File: config.mk
export PLATFORM = sky130hd
export DESIGN_NAME = c17
export DESIGN_NICKNAME = d
export VERILOG_FILES = /design/src/rtl/c17_pkg.sv /design/src/rtl/c17_misr.sv /design/src/rtl/c17.sv
export SDC_FILE = /design/constraint.sdc
export NUM_CORES = 1
export LEC_CHECK = 0
export ABC_AREA = 1
export CAP_MARGIN = 20
export CORE_ASPECT_RATIO = 0.6
export CORE_MARGIN = 5
export CORE_UTILIZATION = 30
export DETAILED_ROUTE_END_ITERATION = 8
export GPL_TIMING_DRIVEN = 0
export PLACE_DENSITY = 0.58
export SLEW_MARGIN = 10
export SYNTH_ARGS = -nofsm -noshare
export SYNTH_HDL_FRONTEND = slang
export SYNTH_SLANG_ARGS = --single-unit
File: constraint.sdc
create_clock -name clk -period 1.3 [get_ports clk]
set_input_delay 0.26 -clock clk [delete_from_list [all_inputs] [get_ports clk]]
set_output_delay 0.26 -clock clk [all_outputs]
set_load 0.01 [all_outputs]
File: src/rtl/c17_pkg.sv
// Shared definitions for the c17 block: fault-injection net indices,
// net count and the default signature polynomial.
package c17_pkg;

    // Stem index of every net in the c17 netlist, as selected by fi_net.
    typedef enum logic [3:0] {
        NET_N1  = 4'd0,
        NET_N2  = 4'd1,
        NET_N3  = 4'd2,
        NET_N6  = 4'd3,
        NET_N7  = 4'd4,
        NET_N10 = 4'd5,
        NET_N11 = 4'd6,
        NET_N16 = 4'd7,
        NET_N19 = 4'd8,
        NET_N22 = 4'd9,
        NET_N23 = 4'd10
    } c17_net_e;

    localparam int NUM_NETS = 11;

    // x^16 + x^12 + x^5 + 1
    localparam logic [15:0] C17_MISR_POLY = 16'h1021;

endpackage

File: src/rtl/c17_misr.sv
// Multiple-input signature register compacting the two c17 responses.
// din[1] is folded into bit 1 and din[0] into bit 0 on every enabled edge.
module c17_misr
    import c17_pkg::*;
#(
    parameter int           W    = 16,
    parameter logic [W-1:0] POLY = W'(C17_MISR_POLY)
) (
    input  logic         clk,
    input  logic         rst_n,
    input  logic         en,
    input  logic [1:0]   din,
    output logic [W-1:0] sig
);

    logic [W-1:0] sig_q;
    logic [W-1:0] sig_d;

    // Next signature: shift with polynomial feedback, then fold in the responses.
    always_comb begin
        // NOTE: the hold value is assigned first so every path drives sig_d
        // and no latch is inferred when en is low.
        sig_d = sig_q;
        if (en) begin
            sig_d = {sig_q[W-2:0], 1'b0}
                  ^ (sig_q[W-1] ? POLY : '0)
                  ^ {{(W-2){1'b0}}, din};
        end
    end

    // Signature register with asynchronous clear.
    always_ff @(posedge clk or negedge rst_n) begin
        // NOTE: non-blocking assignment so all flops update from pre-edge values.
        if (!rst_n) sig_q <= '0;
        else        sig_q <= sig_d;
    end

    assign sig = sig_q;

endmodule

File: src/rtl/c17.sv
// ISCAS c17 netlist with registered outputs, response MISR and a saturating
// pattern counter. Stem fault injection is built only when the macro
// C17_FAULT_INJECT_EN is defined; otherwise fi_* are ignored.
module c17
    import c17_pkg::*;
#(
    parameter int                MISR_W    = 16,
    parameter logic [MISR_W-1:0] MISR_POLY = MISR_W'(C17_MISR_POLY),
    parameter int                CNT_W     = 16
) (
    input  logic              clk,
    input  logic              rst_n,
    input  logic              N1,
    input  logic              N2,
    input  logic              N3,
    input  logic              N6,
    input  logic              N7,
    output logic              N22,
    output logic              N23,
    input  logic              sample_en,
    output logic              N22_q,
    output logic              N23_q,
    output logic [MISR_W-1:0] misr,
    output logic [CNT_W-1:0]  pat_cnt,
    input  logic              fi_en,
    input  logic [3:0]        fi_net,
    input  logic              fi_val
);

    // One bit per net: set when that net's stem is forced to fi_val.
    logic [NUM_NETS-1:0] fi_hit;

`ifdef C17_FAULT_INJECT_EN
    // Decode the selected net; indices past the last net force nothing.
    always_comb begin
        fi_hit = '0;
        if (fi_en && (fi_net < 4'(NUM_NETS))) begin
            fi_hit = NUM_NETS'(1) << fi_net;
        end
    end
`else
    assign fi_hit = '0;
    logic unused_fi;
    assign unused_fi = ^{fi_en, fi_net};
`endif

    // Replace a net at its stem so every fanout sees the forced value.
    function automatic logic stem(input logic hit, input logic forced, input logic raw);
        return hit ? forced : raw;
    endfunction

    logic n1, n2, n3, n6, n7, n10, n11, n16, n19, n22, n23;

    // Gate netlist; plain NAND operators keep X/Z propagation unmasked.
    always_comb begin
        n1  = stem(fi_hit[NET_N1],  fi_val, N1);
        n2  = stem(fi_hit[NET_N2],  fi_val, N2);
        n3  = stem(fi_hit[NET_N3],  fi_val, N3);
        n6  = stem(fi_hit[NET_N6],  fi_val, N6);
        n7  = stem(fi_hit[NET_N7],  fi_val, N7);
        n10 = stem(fi_hit[NET_N10], fi_val, ~(n1  & n3));
        n11 = stem(fi_hit[NET_N11], fi_val, ~(n3  & n6));
        n16 = stem(fi_hit[NET_N16], fi_val, ~(n2  & n11));
        n19 = stem(fi_hit[NET_N19], fi_val, ~(n11 & n7));
        n22 = stem(fi_hit[NET_N22], fi_val, ~(n10 & n16));
        n23 = stem(fi_hit[NET_N23], fi_val, ~(n16 & n19));
    end

    assign N22 = n22;
    assign N23 = n23;

    logic             N22_d;
    logic             N23_d;
    logic [CNT_W-1:0] pat_cnt_d;

    // Capture the responses and count patterns; the counter sticks at all-ones.
    always_comb begin
        N22_d     = N22_q;
        N23_d     = N23_q;
        pat_cnt_d = pat_cnt;
        if (sample_en) begin
            N22_d = n22;
            N23_d = n23;
            if (pat_cnt != '1) pat_cnt_d = pat_cnt + 1'b1;
        end
    end

    // Output and counter registers; reset discards everything captured so far.
    always_ff @(posedge clk or negedge rst_n) begin
        if (!rst_n) begin
            N22_q   <= 1'b0;
            N23_q   <= 1'b0;
            pat_cnt <= '0;
        end else begin
            N22_q   <= N22_d;
            N23_q   <= N23_d;
            pat_cnt <= pat_cnt_d;
        end
    end

    c17_misr #(
        .W    (MISR_W),
        .POLY (MISR_POLY)
    ) u_misr (
        .clk   (clk),
        .rst_n (rst_n),
        .en    (sample_en),
        .din   ({n22, n23}),
        .sig   (misr)
    );

endmodule

==> Yosys cells after proc, flatten, opt, wreduce, memory -nomap -nowiden <==
Cells that the tools add are included.
{ "classes": {"addsub": 1, "n_eq_ne": 1, "muxes": 1, "bitwise_logic": 14, "n_reduce_logical": 1} }
{ "op_table": {"columns": ["operator", "count"], "rows": [
  ["16-bit by 1-bit adder with 16-bit output, second input constant", 1],
  ["16-bit inequality test, second input constant", 1],
  ["16-bit XOR", 1],
  ["16-bit by 2-bit XOR with 16-bit output", 1],
  ["13-bit two-way mux", 1],
  ["1-bit AND", 6],
  ["1-bit inverter", 6],
  ["2-bit AND reduction", 1]
]} }
{ "word_totals": {"reg_bits": 34, "input_bits": 14, "out_inout_bits": 36, "wordCells": 22} }

==> Longest topological paths before layout <==
Gate-level depths: netlist (run 1).
{ "depth": {"depth_word": 7, "depth_mapped": 9, "ltp_nobuf": 9} }

==> By module <==
From an unflattened synthesis (run 1), not the netlist that was laid out.
{ "hier_totals": {"cells_unflattened": 237, "hier_area_um2": 1814.2} }
{ "modules_own_cells": {"columns": ["module", "instances", "cells_each", "area_per_inst_um2", "seq_area_each_um2"], "rows": [
  ["c17", 1, 162, 1122.3, 450.4],
  ["c17_misr", 1, 75, 691.9, 400.4]
]} }

==> Worst setup path after synthesis (run 1) <==
Ideal clock, no wire load.
{ "synth_path": {"kind": "register to register", "startpoint": "register pat_cnt[0]", "endpoint": "register pat_cnt[9]", "setup_ns": 0.123, "t_arrival_ns": 1.321, "required_ns": 1.177, "setup_slack_ns": -0.143, "stages_incl_launch_ff": 9, "n_path_buf": 0, "synth_period_minus_slack_ns": 1.443, "path_cell_list": "dfrtp_1 ha_1 inv_1 nor2_4 nand2_4 nor2_4 nor2_2 nand2_1 o21ai_2"} }
{ "synth_via": {"elab_chain_cells": 2, "elab_cells_between_ends": 3, "classes_between": "add/sub: 1; eq/ne: 1; reduce/logical: 1"} }
{ "synth_rtl": {"columns": ["element", "line_no", "rtl"], "rows": [
  ["start, declared", "c17.sv:24", "output logic [CNT_W-1:0] pat_cnt,"],
  ["start signal, assigned", "c17.sv:97", "pat_cnt <= pat_cnt_d;"],
  ["parallel branches: the longest is 2 deep, another holds 16-bit by 1-bit adder with 16-bit output", null, null]
]} }
Several ways; the timed one is not identified.
A chain may end at the register's enable or synchronous reset.

==> Final worst setup path (run 1) <==
{ "layout_path": {"startpoint": "register pat_cnt[1]", "endpoint": "register pat_cnt[9]"} }
The elaborated chain is that of the path after synthesis.

==> summary.txt, run 1 <==
Status
  – Status: finished with violations
  – Failing checks: setup timing

Die
  – Area of the core: 5620 um^2
  – Std-Cell Rows: 21
  – Die H: 69.2 um
  – Die area: 7520 um^2
  – Die Wd: 109 um
  – Initial Utilization: 0.312
  – IO Count: 50

Place
  – Dpl hpwl: 3.30 mm
  – Inst Count DP: 331
  – Setup WS pre-CTS: -495 ps
  – I/O Buffers: 42
  – Post-DP Area: 2280 um^2
  – RePlAce Congestion: 0.793

Worst setup path
  – Crit path DAT: 1620 ps
  – Worst R2R Setup Slack: -140 ps
  – Worst reg2reg startpoint: pat_cnt[1]
  – Critical path class: flip-flop to flip-flop
  – CP max FO: 7
  – R2R depth: 8
  – Data required, critical path: 1480 ps
  – Critical path endpoint category: flip-flop
  – Startpoint types: flip-flop
  – RR Endpoint: pat_cnt[9]
  – Critical Path Start: pat_cnt[1]

Global routing
  – GRT Total Usage: 0.135
  – First-pass GRT wire length: 7.87 mm
  – Largest net degree at the start of global routing: 35
  – Gr ovfl total: 0
  – Initial antenna violation count: 0
  – Number of global-route vias before repair: 1,514

STA
  – Setup ws final: -140 ps
  – Final Skew: 9.33 ps
  – Crit path time final: 1440 ps
  – Actual slew at the worst max-slew pin: 768 ps
  – Fmax achieved: 694 MHz
  – Final Cycle Share: 1.11
  – RSZ-0062 raised after global routing: true
  – Final Hold Viols: 0
  – Worst slew margin: 0.488
  – Fin. max-slew vios: 0
  – Setup violations, final: 16

CTS
  – Count of clock tree sinks: 34
  – CTS Buf Count: 5
  – CTS tree: done
  – Root Driver: clkbuf_8
  – Hold-fix buffers, CTS: 0
  – Skew-Pair Late Insertion Delay: 290 ps
  – H-Tree Depth: 2
  – Worst-path clk slew: 80 ps
  – Clock Path Buffers: 2

Layout
  – Layout area overhead: 51.6%
  – Layout Cells excl Fill: 370
  – Design Area, Final: 2660 um^2
  – Layout cells sized above 1: 0.303
  – Nets: 304
  – # fillers: 585
  – Diode count: 0

Power
  – Power consumption: 3.82 mW
  – P_leak: 1.36 nW
  – VDD IR-drop max: 0.782 mV
  – Pwr dens: 1440 nW/um^2

Routing
  – Residual DRC count: 0
  – DR pass1 iterations: 4
  – Via count: 1,605
  – Average wire per standard cell: 13.0 um
  – ANT nets after route: 0
  – DRT iter0 DRCs: 50
  – Total Wirelength: 4.80 mm
  – Post-DR vias/cell: 4.34

Logic synthesis
  – Yosys warnings: 0
  – Post-synth EDFFs: 0
  – Yosys reg bits: 34
  – Synth Area per Inst: 8.38 um^2
  – Largest cells by area after synthesis: dfrtp_1, nand2_1, o21ai_0, inv_1, xnor2_1
  – Synth Net Count: 224
  – Post-synth top area share: 0.486
  – Syn Std Cell Area: 1750 um^2
  – Cell count after synthesis: 209
  – Seq/Total Area, Yosys: 0.486
  – Count of unique library cells instantiated by Yosys: 28
  – Synth area leader: dfrtp_1
  – Prevailing post-synth register cell: dfrtp_1
  – Ys async rst share: 1.00

Worst hold path
  – Tightest Hold Check Type: input port to async pin

Run
  – Max Cap Viol: 0
## worst max-delay path, cell delays in order, from the launching register on
cell and delay (ps):
dfrtp_1 400, ha_2 210, inv_2 50, nor2_4 180, nand2_4 110, nor2_4 160, nor2_4 80, nand2_2 80
o21ai_2 50
## cell usage after synthesis (2+ instances only)
cell type   n
inv_1      18
o21ai_0    20
nand3b_1    3
nor2_2      4
nand2_4     4
nand2_1    77
nor2_1     10
nand2_2     3
nand4_1     3
nor2_4      4
clkbuf_1    2
xor2_1      2
nand3_1     6
dfrtp_1    34
xnor2_1     6
## cells in the final DEF (no fill, tap or decap), drive strengths merged
| master | instances |
|---|---|
| clkinv | 1 |
| buf | 39 |
| o21ai | 22 |
| nand2 | 84 |
| nand4 | 4 |
| a22o | 1 |
| xnor2 | 6 |
| dlygate4sd2 | 29 |
| clkbuf | 7 |
| nand3 | 6 |
| nor2b | 1 |
| nand3b | 3 |
| dlymetal6s2s | 1 |
| inv | 20 |
| nor2 | 19 |
| dfrtp | 34 |
| xor2 | 2 |
| ha | 1 |
| clkdlybuf4s15 | 6 |
| nor3 | 2 |
| bufinv | 2 |
## how the worst max path moves through the flow
stage / endpoint / slack [ps]
finish: pat_cnt[9] / -140
floorplan: pat_cnt[10] / -50
CTS: N23 / -130
detailed placement: N23 / -500
global route: pat_cnt[9] / -170
global placement: pat_cnt[0] / -960
## report_power, final
part	internal, mW	switching, mW	leakage (nW)
Sequential	1.27	0.154	0.435
Combinational	0.589	0.612	0.855
Clock	0.769	0.428	0.0683
Total	2.63	1.19	1.36
## layout make-up
type,instances,area [um^2],share of cell area
multi-input combinational,151,867,0.326
buffer,4,23.8,0.00895
tap,80,100,0.0377
inverter,20,77.6,0.0292
sequential,34,856,0.322
clock buffer,5,68.8,0.0259
timing repair buffer,73,594,0.224
clock inverter,3,68.8,0.0259
## registers in the layout (all words and copies together) (netlist names)
name / cells
u_misr.sig: 16
pat_cnt: 16
N23_q: 1
N22_q: 1
## per-layer routing
metal  routed length, um  part of all wire  vias to the layer above  GRT usage
met5                   0                 0                        -          0
met4                  42            0.0088                        0     0.0462
met3                 246             0.051                        5     0.0363
met2                1960              0.41                       34      0.172
met1                2550              0.53                      746      0.214
li1                    -                 -                      820          -
## cell families after synthesis
family / Yosys count / synth area share
adders and majority gates: 1 / 0.00714
DFF: 34 / 0.486
buffers and inverters: 24 / 0.0579
xor gates and xnor gates: 8 / 0.0400
AOI/OAI and AO/OA: 23 / 0.0700
and+or+nand+nor: 119 / 0.339
## through the flow
step	TNS (ps)	hold WS [ps]	utilization
floorplan	-200	-35.6	-
global placement	-30880	467	0.406
detailed placement	-3000	384	0.405
CTS	-1050	64.9	0.451
global route	-2330	112	0.472
finish	-1500	40.5	0.472
## what timing repair did
action	CTS	global route
setup buffers	21	10
endpoints found under the setup margin	52	24
pin swaps	5	5
endpoints found under the hold margin	0	0
gates resized for setup	60	20
(Power assumes the default switching activity.)
==> run 2, diff against run 1 <==
--- a/config.mk
+++ b/config.mk
@@ -13,6 +13,7 @@
 export DETAILED_ROUTE_END_ITERATION = 8
 export GPL_TIMING_DRIVEN = 0
 export PLACE_DENSITY = 0.58
+export RECOVER_POWER = 25
 export SLEW_MARGIN = 10
 export SYNTH_ARGS = -nofsm -noshare
 export SYNTH_HDL_FRONTEND = slang
==> constraint.sdc (replaced) <==
create_clock -name clk -period 1.2 [get_ports clk]
set_input_delay 0.24 -clock clk [delete_from_list [all_inputs] [get_ports clk]]
set_output_delay 0.24 -clock clk [all_outputs]
set_load 0.01 [all_outputs]
==> run 2 against run 1 <==
- the flow still finishes with violations (setup timing)
- clock skew shrank 1.5 ps
- non-clock buffer count grew 1
- wire length is essentially flat
- register-to-register slack lost 50 ps
- sequential share of layout area grew 1.5 points
- design area shrank 4.2%
- global-route usage shrank 0.094 points
- die area is the same
- fmax grew 3.5%
==> summary.txt, run 2 (same netlist as run 1, synthesis figures left out) <==
Place
  – Post-DP Area: 2280 um^2 (unchanged)
  – Inst Count DP: 331 (unchanged)
  – Dpl hpwl: 3.29 mm (was 3.30 mm)
  – Setup WS pre-CTS: -598 ps (was -495 ps)
  – I/O Buffers: 42 (unchanged)
  – RePlAce Congestion: 0.795 (was 0.793)

Worst setup path
  – Critical path's largest stage delay: 380 ps (was 400 ps)
  – Crit path cell chain: ha_2, inv_2, nor2_4, nand2_4, nor2_4, nor2_4, nand2_1, o21ai_2 (was ha_2, inv_2, nor2_4, nand2_4, nor2_4, nor2_4, nand2_2, o21ai_2)
  – Top delay family on crit path: simple AND/OR/NAND/NOR gates (unchanged)
  – Slowest CP cell: dfrtp_2 (was dfrtp_1)
  – CP max FO: 7 (unchanged)
  – Startpoint types: flip-flop (unchanged)
  – Critical path endpoint category: flip-flop (unchanged)
  – Most used cell, CP: nor2_4 (unchanged)
  – Crit path DAT: 1570 ps (was 1620 ps)
  – Critical path class: flip-flop to flip-flop (unchanged)
  – Data required, critical path: 1380 ps (was 1480 ps)
  – WP buf/inv: 1 (unchanged)

Layout
  – Layout area overhead: 45.3% (was 51.6%)
  – Design Area, Final: 2540 um^2 (was 2660 um^2)
  – Layout cells sized above 1: 0.375 (was 0.303)
  – Most common cell after layout, fill and taps aside: nand2_1 (unchanged)
  – Layout Cells excl Fill: 371 (was 370)
  – Commonest cells after routing, fill and taps aside: nand2_1, buf_4, dfrtp_1 (unchanged)
  – Nets: 305 (was 304)
  – Diode count: 0 (unchanged)

Global routing
  – Initial antenna violation count: 0 (unchanged)
  – Gr ovfl total: 0 (unchanged)
  – Number of global-route vias before repair: 1,492 (was 1,514)
  – Largest net degree at the start of global routing: 35 (unchanged)
  – GRT Total Usage: 0.134 (was 0.135)
  – First-pass GRT wire length: 7.76 mm (was 7.87 mm)

Die
  – Die area: 7520 um^2 (unchanged)
  – Area of the core: 5620 um^2 (unchanged)
  – Die H: 69.2 um (unchanged)
  – IO Count: 50 (unchanged)
  – Initial Utilization: 0.312 (unchanged)
  – Die Wd: 109 um (unchanged)
  – Std-Cell Rows: 21 (unchanged)

Routing
  – ANT nets after route: 0 (unchanged)
  – Via count: 1,608 (was 1,605)
  – DR WL met3: 226 um (was 246 um)
  – DR pass1 iterations: 4 (unchanged)
  – Average wire per standard cell: 12.9 um (was 13.0 um)
  – Met1 WL: 2.61 mm (was 2.55 mm)
  – DR top layer: met4 (unchanged)
  – Post-DR vias/cell: 4.33 (was 4.34)
  – Wire length on met2: 1.89 mm (was 1.96 mm)
  – Residual DRC count: 0 (unchanged)
  – Total Wirelength: 4.79 mm (was 4.80 mm)
  – DRT iter0 DRCs: 58 (was 50)

STA
  – Final Hold Viols: 0 (unchanged)
  – Crit path time final: 1390 ps (was 1440 ps)
  – Setup ws final: -191 ps (was -140 ps)
  – Actual slew at the worst max-slew pin: 853 ps (was 768 ps)
  – Setup violations, final: 18 (was 16)
  – Final Skew: 7.84 ps (was 9.33 ps)
  – Worst slew margin: 0.431 (was 0.488)
  – Fin. max-slew vios: 0 (unchanged)
  – Hold_ws: 40.5 ps (about the same)
  – RSZ-0062 raised after global routing: true (unchanged)
  – Final Cycle Share: 1.16 (was 1.11)
  – Fmax achieved: 719 MHz (was 694 MHz)

CTS
  – CTS tree: done (unchanged)
  – CTS Buf Count: 5 (unchanged)
  – Worst-path clk slew: 70 ps (was 80 ps)
  – H-Tree Depth: 2 (unchanged)
  – Root Driver: clkbuf_8 (unchanged)
  – Clock Path Buffers: 2 (unchanged)
  – Skew-Pair Late Insertion Delay: 300 ps (was 290 ps)
  – Count of clock tree sinks: 34 (unchanged)

Power
  – Power consumption: 3.71 mW (was 3.82 mW)
  – VDD IR-drop max: 0.616 mV (was 0.782 mV)
  – Pwr dens: 1460 nW/um^2 (was 1440 nW/um^2)
  – P_leak: 1.28 nW (was 1.36 nW)

Status
  – Status: finished with violations (unchanged)
  – Failing checks: setup timing (unchanged)

Worst hold path
  – Tightest Hold Check Type: input port to async pin (unchanged)

Run
  – Max Cap Viol: 0 (unchanged)
run 2: changes by cell type in the layout (fill, tap and decap cells not counted), sizes merged:
cell and change:
buf +7, bufinv -2, clkbuf +17, clkdlybuf4s15 +2
clkinv +1, clkinvlp +1, dlygate4sd2 -25
run 2: worst paths after layout:
| check | depth (start not counted) | start | end | slack [ps] |
|---|---|---|---|---|
| min in group clk | 2 | sample_en | u_misr.sig[8] | 220 |
| worst max-delay path | 8 | pat_cnt[0] | pat_cnt[9] | -190 |
| worst min register to register | 2 | N23_q | N23_q | 490 |
| worst min-delay path | 1 | rst_n | u_misr.sig[2] | 40 |
| worst max register to register | 8 | pat_cnt[0] | pat_cnt[9] | -190 |
| max in group asynchronous | 1 | rst_n | pat_cnt[4] | 570 |
run 2: layout make-up:
cell class | count | area [um^2]
timing repair buffer | 74 | 552
inverter | 20 | 77.6
buffer | 4 | 23.8
sequential | 34 | 857
tap | 80 | 100
clock inverter | 3 | 21.3
fill | 585 | 3080
multi-input combinational | 151 | 845
clock buffer | 5 | 68.8
run 2: metal layers:
metal	vias to the layer above	track usage
li1	818	-
met1	749	0.211
met2	36	0.168
met3	5	0.0372
met4	0	0.0518
met5	-	0
run 2: stage by stage:
stage | TNS, ps | util
after CTS | -2970 | 0.460
final | -2230 | 0.453
after floorplan | -1680 | -
after global placement | -36280 | 0.406
after detailed placement | -5470 | 0.405
after global routing | -3560 | 0.453
run 2: power breakdown:
part / leakage, nW / total (mW) / switching [mW] / internal [mW]
Clock: 0.0441 / 0.873 / 0.465 / 0.408
Sequential: 0.434 / 1.56 / 0.179 / 1.38
Combinational: 0.798 / 1.28 / 0.655 / 0.620
Total: 1.28 / 3.71 / 1.30 / 2.41
run 2: repair_timing:
item,in CTS,in global routing
endpoints found under the hold margin,0,0
gates resized for setup,110,32
setup buffers,31,1
hold buffers,0,0
pin swaps,13,6
endpoints found under the setup margin,52,40
==> run 3, diff against run 2 <==
--- a/config.mk
+++ b/config.mk
@@ -6,7 +6,7 @@
 export NUM_CORES = 1
 export LEC_CHECK = 0
 export ABC_AREA = 1
-export CAP_MARGIN = 20
+export CAP_MARGIN = 15
 export CORE_ASPECT_RATIO = 0.6
 export CORE_MARGIN = 5
 export CORE_UTILIZATION = 30
==> results of run 3 <==
Same layout as run 2: the final DEF is identical, and so are final timing and power.
